--- src/rtl/cpu_ctrl.sv ---
// cpu_ctrl: multicycle sequencer for the 8-bit MIPS core.
// Fetches 16-bit instructions over a req/ack handshake, holds the IR and
// walks IF -> ID -> RR -> EX -> (RWB) -> IF, with IDLE and HLT side states.
// Optional single-step support is compiled in with CPU_CTRL_STEP_EN.
module cpu_ctrl #(
  parameter int PC_W = 8
) (
  input  logic            clk,
  input  logic            reset,
  input  logic            run,
  output logic            imem_req,
  output logic [PC_W-1:0] imem_addr,
  input  logic            imem_ack,
  input  logic [15:0]     imem_data,
  input  logic            cmp_flag,
`ifdef CPU_CTRL_STEP_EN
  input  logic            step_mode,
  input  logic            step,
`endif
  output logic [2:0]      current_state,
  output logic [3:0]      OPCODE,
  output logic [3:0]      RD,
  output logic [3:0]      RA,
  output logic [3:0]      RB,
  output logic            rf_we,
  output logic [PC_W-1:0] pc,
  output logic            halted
);

  typedef enum logic [2:0] {
    S_IF   = 3'b000,
    S_ID   = 3'b001,
    S_RR   = 3'b010,
    S_EX   = 3'b011,
    S_RWB  = 3'b100,
    S_HLT  = 3'b101,
    S_IDLE = 3'b110
  } state_t;

  // Control opcodes shared with the ALU opcode map; everything else writes back.
  localparam logic [3:0] OP_NOP  = 4'h0;
  localparam logic [3:0] OP_JMP  = 4'hA;
  localparam logic [3:0] OP_CMPJ = 4'hB;
  localparam logic [3:0] OP_HALT = 4'hF;

  state_t          state_q, state_d;
  logic [PC_W-1:0] pc_q, pc_d;
  logic [15:0]     ir_q, ir_d;

  logic            step_hold;
  logic            step_go;
  logic [3:0]      op;
  logic            writes_rf;
  logic [PC_W-1:0] jump_target;
  state_t          retire_state;

`ifdef CPU_CTRL_STEP_EN
  assign step_hold = step_mode;
  assign step_go   = step;
`else
  assign step_hold = 1'b0;
  assign step_go   = 1'b0;
`endif

  assign op          = ir_q[15:12];
  assign writes_rf   = !((op == OP_JMP) || (op == OP_CMPJ) ||
                         (op == OP_NOP) || (op == OP_HALT));
  assign jump_target = PC_W'(ir_q[7:0]);
  // In step mode each retired instruction parks the core in IDLE.
  assign retire_state = step_hold ? S_IDLE : S_IF;

  // Next-state, next-pc and IR load logic.
  always_comb begin
    state_d = state_q;
    pc_d    = pc_q;
    ir_d    = ir_q;
    case (state_q)
      S_IDLE: begin
        if (step_hold ? step_go : run) state_d = S_IF;
      end
      S_IF: begin
        if (imem_ack) begin
          ir_d    = imem_data;
          pc_d    = pc_q + PC_W'(1);
          state_d = S_ID;
        end
      end
      S_ID: begin
        state_d = (op == OP_HALT) ? S_HLT : S_RR;
      end
      S_RR: begin
        state_d = S_EX;
      end
      S_EX: begin
        case (op)
          OP_JMP: begin
            pc_d    = jump_target;
            state_d = retire_state;
          end
          OP_CMPJ: begin
            if (cmp_flag) pc_d = jump_target;
            state_d = retire_state;
          end
          OP_NOP:  state_d = retire_state;
          default: state_d = S_RWB;
        endcase
      end
      S_RWB: begin
        state_d = retire_state;
      end
      S_HLT: begin
        state_d = S_HLT;
      end
      default: begin
        state_d = S_IDLE;
      end
    endcase
  end

  // State, pc and IR registers; reset wins over every transition.
  always_ff @(posedge clk) begin
    if (reset) begin
      state_q <= S_IDLE;
      pc_q    <= '0;
      ir_q    <= '0;
    end else begin
      state_q <= state_d;
      pc_q    <= pc_d;
      ir_q    <= ir_d;
    end
  end

  assign current_state = state_q;
  assign pc            = pc_q;
  assign imem_addr     = pc_q;
  assign OPCODE        = ir_q[15:12];
  assign RD            = ir_q[11:8];
  assign RA            = ir_q[7:4];
  assign RB            = ir_q[3:0];
  assign imem_req      = (state_q == S_IF);
  assign rf_we         = (state_q == S_RWB) && writes_rf;
  assign halted        = (state_q == S_HLT);

endmodule

--- config.mk ---
export PLATFORM = sky130hd
export DESIGN_NAME = cpu_ctrl
export DESIGN_NICKNAME = d
export VERILOG_FILES = /design/src/rtl/cpu_ctrl.sv
export SDC_FILE = /design/constraint.sdc
export NUM_CORES = 1
export LEC_CHECK = 0
export CORE_MARGIN = 1.5
export CORE_UTILIZATION = 38
export DETAILED_ROUTE_END_ITERATION = 8
export PLACE_DENSITY = 0.7
export SLEW_MARGIN = 20
export SYNTH_ARGS = -nofsm -noshare
export SYNTH_HDL_FRONTEND = slang
export SYNTH_SLANG_ARGS = --single-unit
export TNS_END_PERCENT = 30
--- constraint.sdc ---
create_clock -name clk -period 1.5 [get_ports clk]
set_input_delay 0.225 -clock clk [delete_from_list [all_inputs] [get_ports clk]]
set_output_delay 0.225 -clock clk [all_outputs]
set_load 0.02 [all_outputs]
# ---- Word level (Yosys, flattened, before mapping)
# Index checks and enable logic that the tools add are counted.
dict set report op_classes {
  n_addsub 1
  multipliers 0
  n_div 0
  n_lt_le_gt_ge 0
  n_eq_ne 13
  shift 0
  n_mux 9
  n_bitwise 0
  n_reduce_logical 12
}
# operator count
set op_table {}
lappend op_table {{$pmux 8 s2} 2}
lappend op_table {{$pmux 3 s7} 1}
lappend op_table {{$mux 8} 2}
lappend op_table {{$eq 4x4->1 const B} 3}
lappend op_table {{$mux 3} 4}
lappend op_table {{$eq 3x3->1 const B} 3}
lappend op_table {{$add 8x1->8 const B} 1}
lappend op_table {{$eq 3x2->1 const B} 2}
lappend op_table {{$ne 3x3->1 const B} 2}
lappend op_table {{$logic_not 4->1} 1}
lappend op_table {{$reduce_and 2->1} 2}
lappend op_table {{$reduce_and 4->1} 1}
lappend op_table {{$eq 3x1->1 const B} 1}
lappend op_table {{$logic_not 3->1} 1}
lappend op_table {{$logic_or 1x1->1} 3}
lappend op_table {{$reduce_or 3->1} 1}
lappend op_table {{$ne 2x1->1 const B} 1}
lappend op_table {{$ne 2x2->1 const B} 1}
lappend op_table {{$reduce_bool 2->1} 1}
lappend op_table {{$logic_and 1x1->1} 1}
lappend op_table {{$logic_not 1->1} 1}
dict set report totals {
  ff_bits 27
  latchBits 0
  mem_bits_rw 0
  romBits 0
  input_bits 21
  output_inout_bits 38
  wordCells 38
  n_memories 0
}

# ---- Longest topological paths before layout
dict set report logic_depth {
  word_depth 6
  ltp_mapped 7
  depth_no_buf 5
}

# ---- Worst setup path before layout
# Ideal clock, no wire load.
dict set report synth_path {
  path_type {register -> output}
  start {reg state_q[2] (netlist: current_state[2])}
  end {out rf_we}
  t_arrival_ns 1.569
  t_required_ns 1.275
  slack_ns -0.294
  stages_incl_launch_ff 5
  path_buffers 1
  cell_sequence {dfxtp_1 > buf_6 > inv_1 > or4_1 > a31oi_1}
}
dict set report synth_between {
  elab_chain_cells 2
}
# item line_no
set synth_lines {}
lappend synth_lines {{start, declared} 46} ;# state_t state_q, state_d;
lappend synth_lines {{start signal, assigned} 127} ;# state_q <= state_d;
lappend synth_lines {{$eq 3x3->1} 141} ;# assign rf_we = (state_q == S_RWB) && writes_rf;
lappend synth_lines {{$logic_and 1x1->1} 141}
lappend synth_lines {{end, declared} 25} ;# output logic rf_we,
# No other way between the ends.

# ---- Final worst setup path
# Ends and elaborated chain as after synthesis.

==> impl_metrics.ini <==
[synth]
postSynthAreaPerCell_sq_um = 7.94
synth_edf_count = 0
yosys_warnings = 0
syn_inst = 178
synth_area_sq_mm = 0.00141
ys_seq_elements = 27
ys.flop_type = dfxtp_1
async_flop_share_pct = 0
synth_fp_nets = 200
ys_types = 39
ys_seq_area_share_pct = 38.2

[critical_path]
criticalPathCategory = reg -> out
cp_max_fo = 2
reg2reg_from = current_state[2]
start_kind = flip-flop
startpoint = current_state[2]
worst_ep_arrival_time_ps = 1460
endpoint_kind = output pin
cp.required_ps = 1270

[global_route]
grt_pass1_vias = 1442
overflow = 0
grt_max_degree = 31
grt_pass1_wl_mm = 6.73
antenna_found_initial = 0
track_usage_pct = 20.5

[timing]
finalSetupViolations = 4
slew_viol_final = 0
hold_viol_final = 0
worst_slack_ps = -189
worst_slew_pin_slew_ps = 316
fin_hold_ws_ps = 460
fmax_ghz = 0.592
rsz0062_at_grt = yes
relSlewSlack_pct = 78.8
fin_crit_ps = 1690
tns_ps = -328
fin_skew_ps = 9.40
timing.final.crit_share_pct = 113

[placed_design]
io_buffers = 58
gp_congestion = 0.810
dp_hpwl_mm = 2.81

[power_and_ir_drop]
leakage_uw = 0.00100
power.density_mw_per_mm2 = 672
max-vdd-ir-drop_uv = 477

[floorplan]
core_sq_mm = 0.00344
rows = 21
start_util_pct = 41.1
die-area_sq_mm = 0.00410
die_x_microns = 64.0
die_y_microns = 64.0
ios = 59

[clock_tree]
cts_buffer_depth = 2
cts_sinks = 27
ctsHtreeMaxLevel = 1
clk_latency_ps = 280
root_buffer = clkbuf_8
cts_inserted_buffers = 3
path_clk_slew_ps = 90
cts_tree = done

[drt]
drc = 0
ant_nets = 0
first_pass_iters = 4
vias_per_cell = 5.30
vias = 1536
drt-total-wl_mm = 4.05
wl_per_cell_microns = 14.0
first_iter_violations = 108

[cells_and_area]
drive_gt1_share_pct = 20.5
diodes = 0
fin_nets = 267
syn_to_final_growth_pct = 57.2

[run]
cap_violations = 0

[run_status]
violations = setup timing
status = finished with violations

[min_path]
hold_class = reg -> reg
hold_start = ir_q[8]
cell usage in the layout, fill, tap and decap left out, drive strengths merged, types with 2 or more instances in the layout:
cell type,instances
o32ai,3
and2,2
nor3,7
a21oi,27
and3b,2
nand2,37
dlygate4sd2,27
nand3,7
dlymetal6s2s,5
buf,27
nand2b,5
dfxtp,27
a41oi,2
nor2,6
clkdlybuf4s50,23
a31oi,4
inv,3
nor3b,2
clkbuf,4
o21ai,6
a22oi,2
cell families after synthesis:
family	count (synthesis)	synth area share [%]
AND/OR/NAND/NOR	76	28.0
AO/OA/AOI/OAI	51	22.6
flip-flops	27	38.2
buffers and inverters	23	10.4
adder cells (fa/ha/maj)	1	0.885
routing by layer:
layer	GRT usage, %	vias to the layer above	routed length [microns]
met3	4.23	4	309
met1	28.1	716	1810
met5	0	-	0
li1	-	756	-
met2	32.2	60	1890
met4	6.52	0	40
area by class of cell:
class	instances	area, sq um
Timing Repair Buffer	82	771
Sequential cell	27	548
Clock buffer	4	45.0
Fill cell	324	1220
Inverter	3	13.8
Tap cell	46	57.6
Multi-Input combinational cell	128	787
metrics by stage:
stage | instance area (sq um) | total power (uW) | worst slack (ps) | utilization, % | instances
2_1_floorplan | 1450 | 939 | -8.97 | - | 178
3_3_place_gp | 2130 | 1080 | -362 | 61.9 | 284
3_5_place_dp | 2130 | 1090 | -358 | 61.9 | 284
4_1_cts | 2150 | 1490 | -201 | 62.5 | 288
5_1_grt | 2220 | 1560 | -224 | 64.6 | 290
6_report | 2220 | 1490 | -189 | 64.6 | 290
cell usage after synthesis (2+ instances only):
master     n  area [sq um]
and2_1     2          12.5
nor2_1     6          22.5
buf_4     11          82.6
buf_2      3          15.0
a21oi_1   27           135
nor3_1     6          30.0
nor3b_1    2          15.0
buf_6      2          22.5
a41oi_1    2          17.5
inv_1      3          11.3
nand3_1    7          35.0
nand2b_1   5          31.3
and3b_1    2          17.5
o32ai_1    2          17.5
a31oi_1    4          25.0
a22oi_1    2          15.0
clkbuf_1   3          11.3
nand2_1   37           139
o21ai_0    6          30.0
dfxtp_1   27           541
state kept, by name (all words and copies together) (netlist names):
register	count
imem_addr	8
current_state	3
ir_q	16
repair_timing:
item | CTS | global route
pin swaps | 1 | 4
setup endpoints to repair | 38 | 26
setup buffers | 0 | 1
cloned | 0 | 1
gates resized for setup | 44 | 17
hold buffers | 0 | 0
final timing paths:
check | slack [ps] | to | cells past startpoint
worst min register to register | 460 | ir_q[8] | 2
worst max-delay path | -190 | rf_we | 4
worst min-delay path | 460 | ir_q[8] | 2
worst max register to register | -100 | imem_addr[2] | 6
report_power, final:
group | switching [uW] | internal, uW
clock network | 230 | 191
registers | 17.0 | 739
logic | 159 | 159
total | 406 | 1090
critical path: stages, from the launching register on:
cell and delay (ps):
dfxtp_4 360, inv_4 30, or4_4 510, a31oi_4 160, buf_6 130
No activity file was read; power rests on OpenSTA's default activity.
